===== src/rtl/subtractor_64bit_seq_if.sv =====
// rtl/subtractor_64bit_seq_if.sv - operand/result handshake bundle for the sequential subtractor
interface subtractor_64bit_seq_if #(
    parameter int WIDTH = 64
);
    logic             in_valid;
    logic             in_ready;
    logic [WIDTH-1:0] a;
    logic [WIDTH-1:0] b;
    logic             borrow_in;
    logic             out_valid;
    logic             out_ready;
    logic [WIDTH-1:0] diff;
    logic             borrow_out;
    logic             overflow;
    logic             zero;

    modport master (
        output in_valid, a, b, borrow_in, out_ready,
        input  in_ready, out_valid, diff, borrow_out, overflow, zero
    );

    modport slave (
        input  in_valid, a, b, borrow_in, out_ready,
        output in_ready, out_valid, diff, borrow_out, overflow, zero
    );
endinterface


===== src/rtl/subtractor_64bit_seq.sv =====
// rtl/subtractor_64bit_seq.sv - multi-cycle a - b - borrow_in, one slice per clock, LSB slice first
module subtractor_64bit_seq #(
    parameter int WIDTH   = 64,
    parameter int SLICE_W = 16
) (
    input  logic                 clk,
    input  logic                 rst,
    subtractor_64bit_seq_if.slave bus
);
    localparam int NSLICE = WIDTH / SLICE_W;
    localparam int CNT_W  = (NSLICE > 1) ? $clog2(NSLICE) : 1;
    localparam logic [CNT_W-1:0] LAST = CNT_W'(NSLICE - 1);
    localparam int MSB    = WIDTH - 1;

    typedef enum logic [1:0] {IDLE, BUSY, DONE} state_t;

    state_t             state_q, state_d;
    logic [WIDTH-1:0]   a_q, b_q;
    logic [WIDTH-1:0]   work_q;
    logic [WIDTH-1:0]   diff_q;
    logic [WIDTH-1:0]   diff_next;
    logic [CNT_W-1:0]   cnt_q;
    logic               borrow_q;
    logic               borrow_out_q, overflow_q, zero_q;
    logic [SLICE_W:0]   slice_res;
    logic               last_slice;
    logic               in_ready_c, out_valid_c;

    assign last_slice = (cnt_q == LAST);

    // Current slice difference with the running borrow; the extra top bit is the borrow out of the slice
    always_comb begin
        slice_res = {1'b0, a_q[cnt_q*SLICE_W +: SLICE_W]}
                  - {1'b0, b_q[cnt_q*SLICE_W +: SLICE_W]}
                  - {{SLICE_W{1'b0}}, borrow_q};
        diff_next = work_q;
        diff_next[cnt_q*SLICE_W +: SLICE_W] = slice_res[SLICE_W-1:0];
    end

    // State register
    always_ff @(posedge clk) begin
        if (rst) begin
            state_q <= IDLE;
        end else begin
            state_q <= state_d;
        end
    end

    // Next-state and handshake outputs; ready/valid depend on state only
    always_comb begin
        state_d     = state_q;
        in_ready_c  = 1'b0;
        out_valid_c = 1'b0;
        case (state_q)
            IDLE: begin
                in_ready_c = 1'b1;
                if (bus.in_valid) begin
                    state_d = BUSY;
                end
            end
            BUSY: begin
                if (last_slice) begin
                    state_d = DONE;
                end
            end
            DONE: begin
                out_valid_c = 1'b1;
                if (bus.out_ready) begin
                    state_d = IDLE;
                end
            end
            default: state_d = IDLE;
        endcase
    end

    // Operand capture, slice-by-slice accumulation, and result/flag registration on the last slice.
    // Visible results live in diff_q so they stay put while the next operation is computing.
    always_ff @(posedge clk) begin
        if (rst) begin
            a_q          <= '0;
            b_q          <= '0;
            work_q       <= '0;
            diff_q       <= '0;
            cnt_q        <= '0;
            borrow_q     <= 1'b0;
            borrow_out_q <= 1'b0;
            overflow_q   <= 1'b0;
            zero_q       <= 1'b0;
        end else begin
            case (state_q)
                IDLE: begin
                    if (bus.in_valid) begin
                        a_q      <= bus.a;
                        b_q      <= bus.b;
                        borrow_q <= bus.borrow_in;
                        cnt_q    <= '0;
                        work_q   <= '0;
                    end
                end
                BUSY: begin
                    work_q   <= diff_next;
                    borrow_q <= slice_res[SLICE_W];
                    cnt_q    <= cnt_q + 1'b1;
                    if (last_slice) begin
                        diff_q       <= diff_next;
                        borrow_out_q <= slice_res[SLICE_W];
                        overflow_q   <= (a_q[MSB] != b_q[MSB]) && (diff_next[MSB] != a_q[MSB]);
                        zero_q       <= (diff_next == '0);
                    end
                end
                default: ;
            endcase
        end
    end

    assign bus.in_ready   = in_ready_c;
    assign bus.out_valid  = out_valid_c;
    assign bus.diff       = diff_q;
    assign bus.borrow_out = borrow_out_q;
    assign bus.overflow   = overflow_q;
    assign bus.zero       = zero_q;

endmodule


===== src/flat_wrapper.sv =====
// flat-port wrapper written by rule: the top's interface ports become plain ports
module subtractor_64bit_seq_flat 
#(
    parameter int WIDTH   = 64,
    parameter int SLICE_W = 16
)
  (clk, rst, bus_in_valid, bus_a, bus_b, bus_borrow_in, bus_out_ready, bus_in_ready, bus_out_valid, bus_diff, bus_borrow_out, bus_overflow, bus_zero);
  subtractor_64bit_seq_if #(.WIDTH(WIDTH)) bus_i ();
  input  logic clk;
  input  logic rst;
  input wire logic [$bits(bus_i.in_valid)-1:0] bus_in_valid;
  input wire logic [$bits(bus_i.a)-1:0] bus_a;
  input wire logic [$bits(bus_i.b)-1:0] bus_b;
  input wire logic [$bits(bus_i.borrow_in)-1:0] bus_borrow_in;
  input wire logic [$bits(bus_i.out_ready)-1:0] bus_out_ready;
  output wire logic [$bits(bus_i.in_ready)-1:0] bus_in_ready;
  output wire logic [$bits(bus_i.out_valid)-1:0] bus_out_valid;
  output wire logic [$bits(bus_i.diff)-1:0] bus_diff;
  output wire logic [$bits(bus_i.borrow_out)-1:0] bus_borrow_out;
  output wire logic [$bits(bus_i.overflow)-1:0] bus_overflow;
  output wire logic [$bits(bus_i.zero)-1:0] bus_zero;
  assign bus_i.in_valid = bus_in_valid;
  assign bus_i.a = bus_a;
  assign bus_i.b = bus_b;
  assign bus_i.borrow_in = bus_borrow_in;
  assign bus_i.out_ready = bus_out_ready;
  assign bus_in_ready = bus_i.in_ready;
  assign bus_out_valid = bus_i.out_valid;
  assign bus_diff = bus_i.diff;
  assign bus_borrow_out = bus_i.borrow_out;
  assign bus_overflow = bus_i.overflow;
  assign bus_zero = bus_i.zero;
  subtractor_64bit_seq #(.WIDTH(WIDTH), .SLICE_W(SLICE_W)) u_core (.clk(clk), .rst(rst), .bus(bus_i));
endmodule

===== config.mk =====
export PLATFORM = sky130hd
export DESIGN_NAME = subtractor_64bit_seq_flat
export DESIGN_NICKNAME = d
export VERILOG_FILES = /design/src/rtl/subtractor_64bit_seq_if.sv /design/src/rtl/subtractor_64bit_seq.sv /design/src/flat_wrapper.sv
export SDC_FILE = /design/constraint.sdc
export NUM_CORES = 1
export LEC_CHECK = 0
export ABC_AREA = 1
export BUFFER_PORTS_ARGS = -buffer_cell sky130_fd_sc_hd__buf_2
export CAP_MARGIN = 20
export CORE_ASPECT_RATIO = 1.4
export CORE_UTILIZATION = 55
export CTS_CLUSTER_DIAMETER = 60
export DETAILED_ROUTE_END_ITERATION = 8
export PLACE_DENSITY = 0.75
export SLEW_MARGIN = 20
export SYNTH_ARGS = -nofsm -noshare
export SYNTH_HDL_FRONTEND = slang
export SYNTH_SLANG_ARGS = --single-unit

===== constraint.sdc =====
create_clock -name clk -period 4.4 [get_ports clk]
set_input_delay 0.66 -clock clk [delete_from_list [all_inputs] [get_ports clk]]
set_output_delay 0.66 -clock clk [all_outputs]
set_load 0.01 [all_outputs]

==> results_tabular.tex <==
\begin{tabular}{lr}
\hline
Metric & Value \\
\hline
\multicolumn{2}{l}{\textbf{Status}} \\
Result of the run & complete, no violations \\
\multicolumn{2}{l}{\textbf{Die}} \\
Initial Utilization & 56.2\% \\
Placeable core area & 0.0226 mm\^{}2 \\
Horiz. Die Dim & 130 um \\
Standard-cell rows & 65 \\
Die area & 0.0237 mm\^{}2 \\
I/O pin count & 202 \\
Die Span Y & 182 um \\
\multicolumn{2}{l}{\textbf{Finish}} \\
Most common library cell in the layout ignoring fill and taps & sky130\_fd\_sc\_hd\_\_nand2\_1 \\
ANT cells & 0 \\
Fraction of final layout cells sized beyond drive strength 1 & 14.0\% \\
Synthesis-to-finish area growth & 16.1\% \\
Most frequent cells in the layout & sky130\_fd\_sc\_hd\_\_nand2\_1, sky130\_fd\_sc\_hd\_\_nor2\_1, sky130\_fd\_sc\_hd\_\_dfxtp\_1, sky130\_fd\_sc\_hd\_\_o21ai\_0, sky130\_fd\_sc\_hd\_\_buf\_2 \\
Nets & 2,182 \\
\multicolumn{2}{l}{\textbf{Placed design}} \\
Last weighted congestion value of the routability-driven placer & 0.976 \\
Count of port buffers added during placement & 201 \\
Pre-CTS setup slack & 0.579 ns \\
Estimated wirelength of the detail-placed design & 28,000 um \\
\multicolumn{2}{l}{\textbf{Pwr}} \\
Power density over cell area & 463 mW/mm\^{}2 \\
Sw Ratio & 34.5\% \\
Internal portion of total power & 0.00448 W \\
Part of the total power dissipated in combinational logic & 27.6\% \\
Leakage power of the design & 7.09 nW \\
Peak supply drop & 0.348 mV \\
Net Sw Power & 0.00235 W \\
Clock power frac & 34.4\% \\
Sequential cell fraction of total power & 38.0\% \\
PnR Total Power & 0.00683 W \\
\multicolumn{2}{l}{\textbf{Detailed routing}} \\
Number of design-rule violations left by the first detailed-router iteration & 1,038 \\
Router iterations before antenna repair & 5 \\
Total Routed Length & 38,900 um \\
Vias per inst & 5.46 \\
Remaining DRCs & 0 \\
Avg WL per Cell & 16.7 um \\
Number of routed nets with antenna violations & 0 \\
DR vias & 12,700 \\
\multicolumn{2}{l}{\textbf{Setup path}} \\
Arrival time of the worst setup path & 4.34 ns \\
Crit end category & register \\
Number of cells on the worst reg-to-reg path & 22 \\
Cell chain of the critical path & inv\_1 -> buf\_12 -> o21ai\_0 -> o22ai\_1 -> ha\_1 -> inv\_1 -> ha\_1 -> a21oi\_1 -> o21ai\_0 -> a21oi\_1 -> nand2\_1 -> nand2\_1 -> and2\_1 -> nand3\_1 -> nand2\_1 -> inv\_1 -> nand2\_1 -> nor2\_1 -> nand3\_1 -> nor2\_1 -> nor2\_1 -> nor2\_1 \\
Classification of the worst setup path & reg -> reg \\
Cell at the slowest stage of the critical path & sky130\_fd\_sc\_hd\_\_o22ai\_1 \\
Critical path required time & 4.80 ns \\
Critical path startpoint category & register \\
Largest stage delay, worst path & 0.44 ns \\
Logic depth of the worst path, buffers included & 22 \\
Setup slack on the worst flop-to-flop path & 0.46 ns \\
Largest fanout on the critical path & 39 \\
Worst path top cell family by delay & compound AO/OA/AOI/OAI gates \\
CP bufs+invs & 4 \\
\multicolumn{2}{l}{\textbf{Synthesis}} \\
Number of flops mapped to enable cells by yosys & 0 \\
Prevailing post-synth register cell & sky130\_fd\_sc\_hd\_\_dfxtp\_1 \\
Post-synthesis instance area & 0.0127 mm\^{}2 \\
Seq cells post-synth & 264 \\
Synth async-reset ratio & 0\% \\
Number of unique standard cell types used by synthesis & 39 \\
Synthesized Nets & 2,050 \\
Average instance area after synthesis & 6.76 um\^{}2 \\
Share of the yosys chip area belonging to registers & 41.6\% \\
Number of warning messages in the yosys log & 0 \\
Count of mapped cells out of synthesis & 1,881 \\
\multicolumn{2}{l}{\textbf{Clock network}} \\
Total setup buffers inserted after CTS & 0 \\
TritonCTS Buffers & 26 \\
H-tree depth & 1 \\
Max Root-Sink Buffers & 3 \\
TritonCTS Sinks & 264 \\
Post\_cts resized & 0 \\
Buffer type at the clock tree root & sky130\_fd\_sc\_hd\_\_clkbuf\_16 \\
Hold buffer count at CTS & 0 \\
CTS tree & done \\
Clock latency on the worst-skew pair & 0.54 ns \\
Clock transition at the register clock pins on the worst setup and hold paths after CTS & 0.07 ns \\
\multicolumn{2}{l}{\textbf{GRT}} \\
First-pass GRT wire length & 60,600 um \\
Overflow left after global routing & 0 \\
All-Layer GR Usage & 32.9\% \\
Maximum number of pins on one net before global-route repair & 132 \\
Number of global-route vias before repair & 11,800 \\
Antenna violations before repair & 1 \\
\multicolumn{2}{l}{\textbf{Timing}} \\
Normalized max-slew margin & 27.5\% \\
Maximum operating frequency & 254 MHz \\
Endpoints failing hold & 0 \\
Pin slew with the least headroom to its limit & 1.08 ns \\
Setup skew after layout & 0.0131 ns \\
Crit path setup slack, layout & 0.461 ns \\
RSZ-0062 raised after global routing & no \\
Final Max Slew Viols & 0 \\
Fin crit period & 3.94 ns \\
Final TNS setup & 0 ns \\
Number of setup violations in the final report & 0 \\
Portion of the clock cycle consumed by the worst path in the final layout & 89.5\% \\
\multicolumn{2}{l}{\textbf{Job}} \\
\# Max-Cap Violations & 0 \\
\multicolumn{2}{l}{\textbf{Min path}} \\
Cell count of the worst hold path & 3 \\
Class of the most critical hold timing path & in -> reg \\
\hline
\end{tabular}
-- synth_stat cells (2+ instances only) --
cell	count	area (um^2)
sky130_fd_sc_hd__a21oi_1	95	475
sky130_fd_sc_hd__a31oi_1	2	12.5
sky130_fd_sc_hd__a32o_1	14	140
sky130_fd_sc_hd__and2_1	2	12.5
sky130_fd_sc_hd__buf_1	20	75.1
sky130_fd_sc_hd__buf_2	5	25.0
sky130_fd_sc_hd__buf_4	2	15.0
sky130_fd_sc_hd__clkbuf_1	92	345
sky130_fd_sc_hd__clkinv_1	2	7.51
sky130_fd_sc_hd__dfxtp_1	264	5290
sky130_fd_sc_hd__fa_1	2	40.0
sky130_fd_sc_hd__ha_1	34	425
sky130_fd_sc_hd__inv_1	183	687
sky130_fd_sc_hd__inv_2	6	22.5
sky130_fd_sc_hd__nand2_1	411	1540
sky130_fd_sc_hd__nand3_1	56	280
sky130_fd_sc_hd__nand3_2	2	20.0
sky130_fd_sc_hd__nand4_1	27	169
sky130_fd_sc_hd__nor2_1	340	1280
sky130_fd_sc_hd__nor2_2	2	12.5
sky130_fd_sc_hd__nor3_1	3	15.0
sky130_fd_sc_hd__o211ai_1	26	195
sky130_fd_sc_hd__o21a_1	8	60.1
sky130_fd_sc_hd__o21ai_0	216	1080
sky130_fd_sc_hd__o21ai_1	3	15.0
sky130_fd_sc_hd__o21bai_1	32	240
sky130_fd_sc_hd__o22ai_1	19	119
sky130_fd_sc_hd__xnor2_1	2	17.5
-- worst reg2reg max path, stage by stage, from the launching register on --
cell,delay [ns]
sky130_fd_sc_hd__dfxtp_1,0.31
sky130_fd_sc_hd__inv_1,0.17
sky130_fd_sc_hd__buf_12,0.23
sky130_fd_sc_hd__o21ai_0,0.11
sky130_fd_sc_hd__o22ai_1,0.44
sky130_fd_sc_hd__ha_1,0.33
sky130_fd_sc_hd__inv_1,0.06
sky130_fd_sc_hd__ha_1,0.30
sky130_fd_sc_hd__a21oi_1,0.28
sky130_fd_sc_hd__o21ai_0,0.18
sky130_fd_sc_hd__a21oi_1,0.20
sky130_fd_sc_hd__nand2_1,0.08
sky130_fd_sc_hd__nand2_1,0.07
sky130_fd_sc_hd__and2_1,0.26
sky130_fd_sc_hd__nand3_1,0.10
sky130_fd_sc_hd__nand2_1,0.18
sky130_fd_sc_hd__inv_1,0.08
sky130_fd_sc_hd__nand2_1,0.11
sky130_fd_sc_hd__nor2_1,0.05
sky130_fd_sc_hd__nand3_1,0.07
sky130_fd_sc_hd__nor2_1,0.05
sky130_fd_sc_hd__nor2_1,0.08
sky130_fd_sc_hd__nor2_1,0.05
-- power groups by stage --
stage | Clock (W) | Sequential (W) | Combinational, W
after floorplan | 0 | 0.00261 | 0.00126
after global placement | 0 | 0.00264 | 0.00184
after detailed placement | 0 | 0.00265 | 0.00184
after CTS | 0.00237 | 0.00259 | 0.00185
after global routing | 0.00247 | 0.00260 | 0.00210
final | 0.00235 | 0.00260 | 0.00189
-- metal layers --
metal / wire, um / GRT usage, %
met1: 14600 / 37.3
met2: 18800 / 55.4
met3: 2180 / 4.24
met4: 3210 / 25.2
met5: 12 / 0
-- cells by family (layout without fill, tap and decap cells) --
family | after synthesis | count (layout) | share of synthesized area (%)
XOR/XNOR | 3 | 3 | 0.207
AO/OA/AOI/OAI | 420 | 420 | 18.8
AND/OR/NAND/NOR | 847 | 847 | 26.4
buffers and inverters | 311 | 462 | 9.35
adder cells (fa/ha/maj) | 36 | 36 | 3.66
flip-flops | 264 | 264 | 41.6
-- final timing paths --
path,startpoint,to
max,u_core.cnt_q[1],u_core.bus.zero
min reg2reg,u_core.work_q[13],u_core.work_q[13]
min,bus_b[8],u_core.b_q[8]
max reg2reg,u_core.cnt_q[1],u_core.bus.zero
-- layout make-up --
cell class	instances	area, um^2
Timing Repair Buffer	224	1220
Sequential cell	264	5290
Multi-Input combinational cell	1306	6250
Fill cell	2132	7850
Tap cell	301	377
Clock inverter	11	176
Inverter	191	721
Clock buffer	36	728
-- stage by stage --
step                      cell area [um^2]  hold WS (ns)  utilization, %  std cells
final                                14800         0.368            65.3       2333
after global routing                 14800         0.366            65.3       2333
after floorplan                      12700         0.444               -       1881
after CTS                            14800         0.362            65.3       2333
after global placement               13900         0.451            61.3       2286
after detailed placement             13900         0.456            61.3       2286
-- state kept, by name, indices dropped and copies added (netlist names) --
| signal | count |
|---|---|
| u_core.b_q | 64 |
| u_core.bus.diff | 64 |
| u_core.borrow_q | 1 |
| u_core.bus.borrow_out | 1 |
| u_core.work_q | 64 |
| u_core.bus.zero | 1 |
| u_core.cnt_q | 2 |
| u_core.state_q | 2 |
| u_core.a_q | 64 |
| u_core.bus.overflow | 1 |
Note: power is estimated with default switching activity, not from simulation.
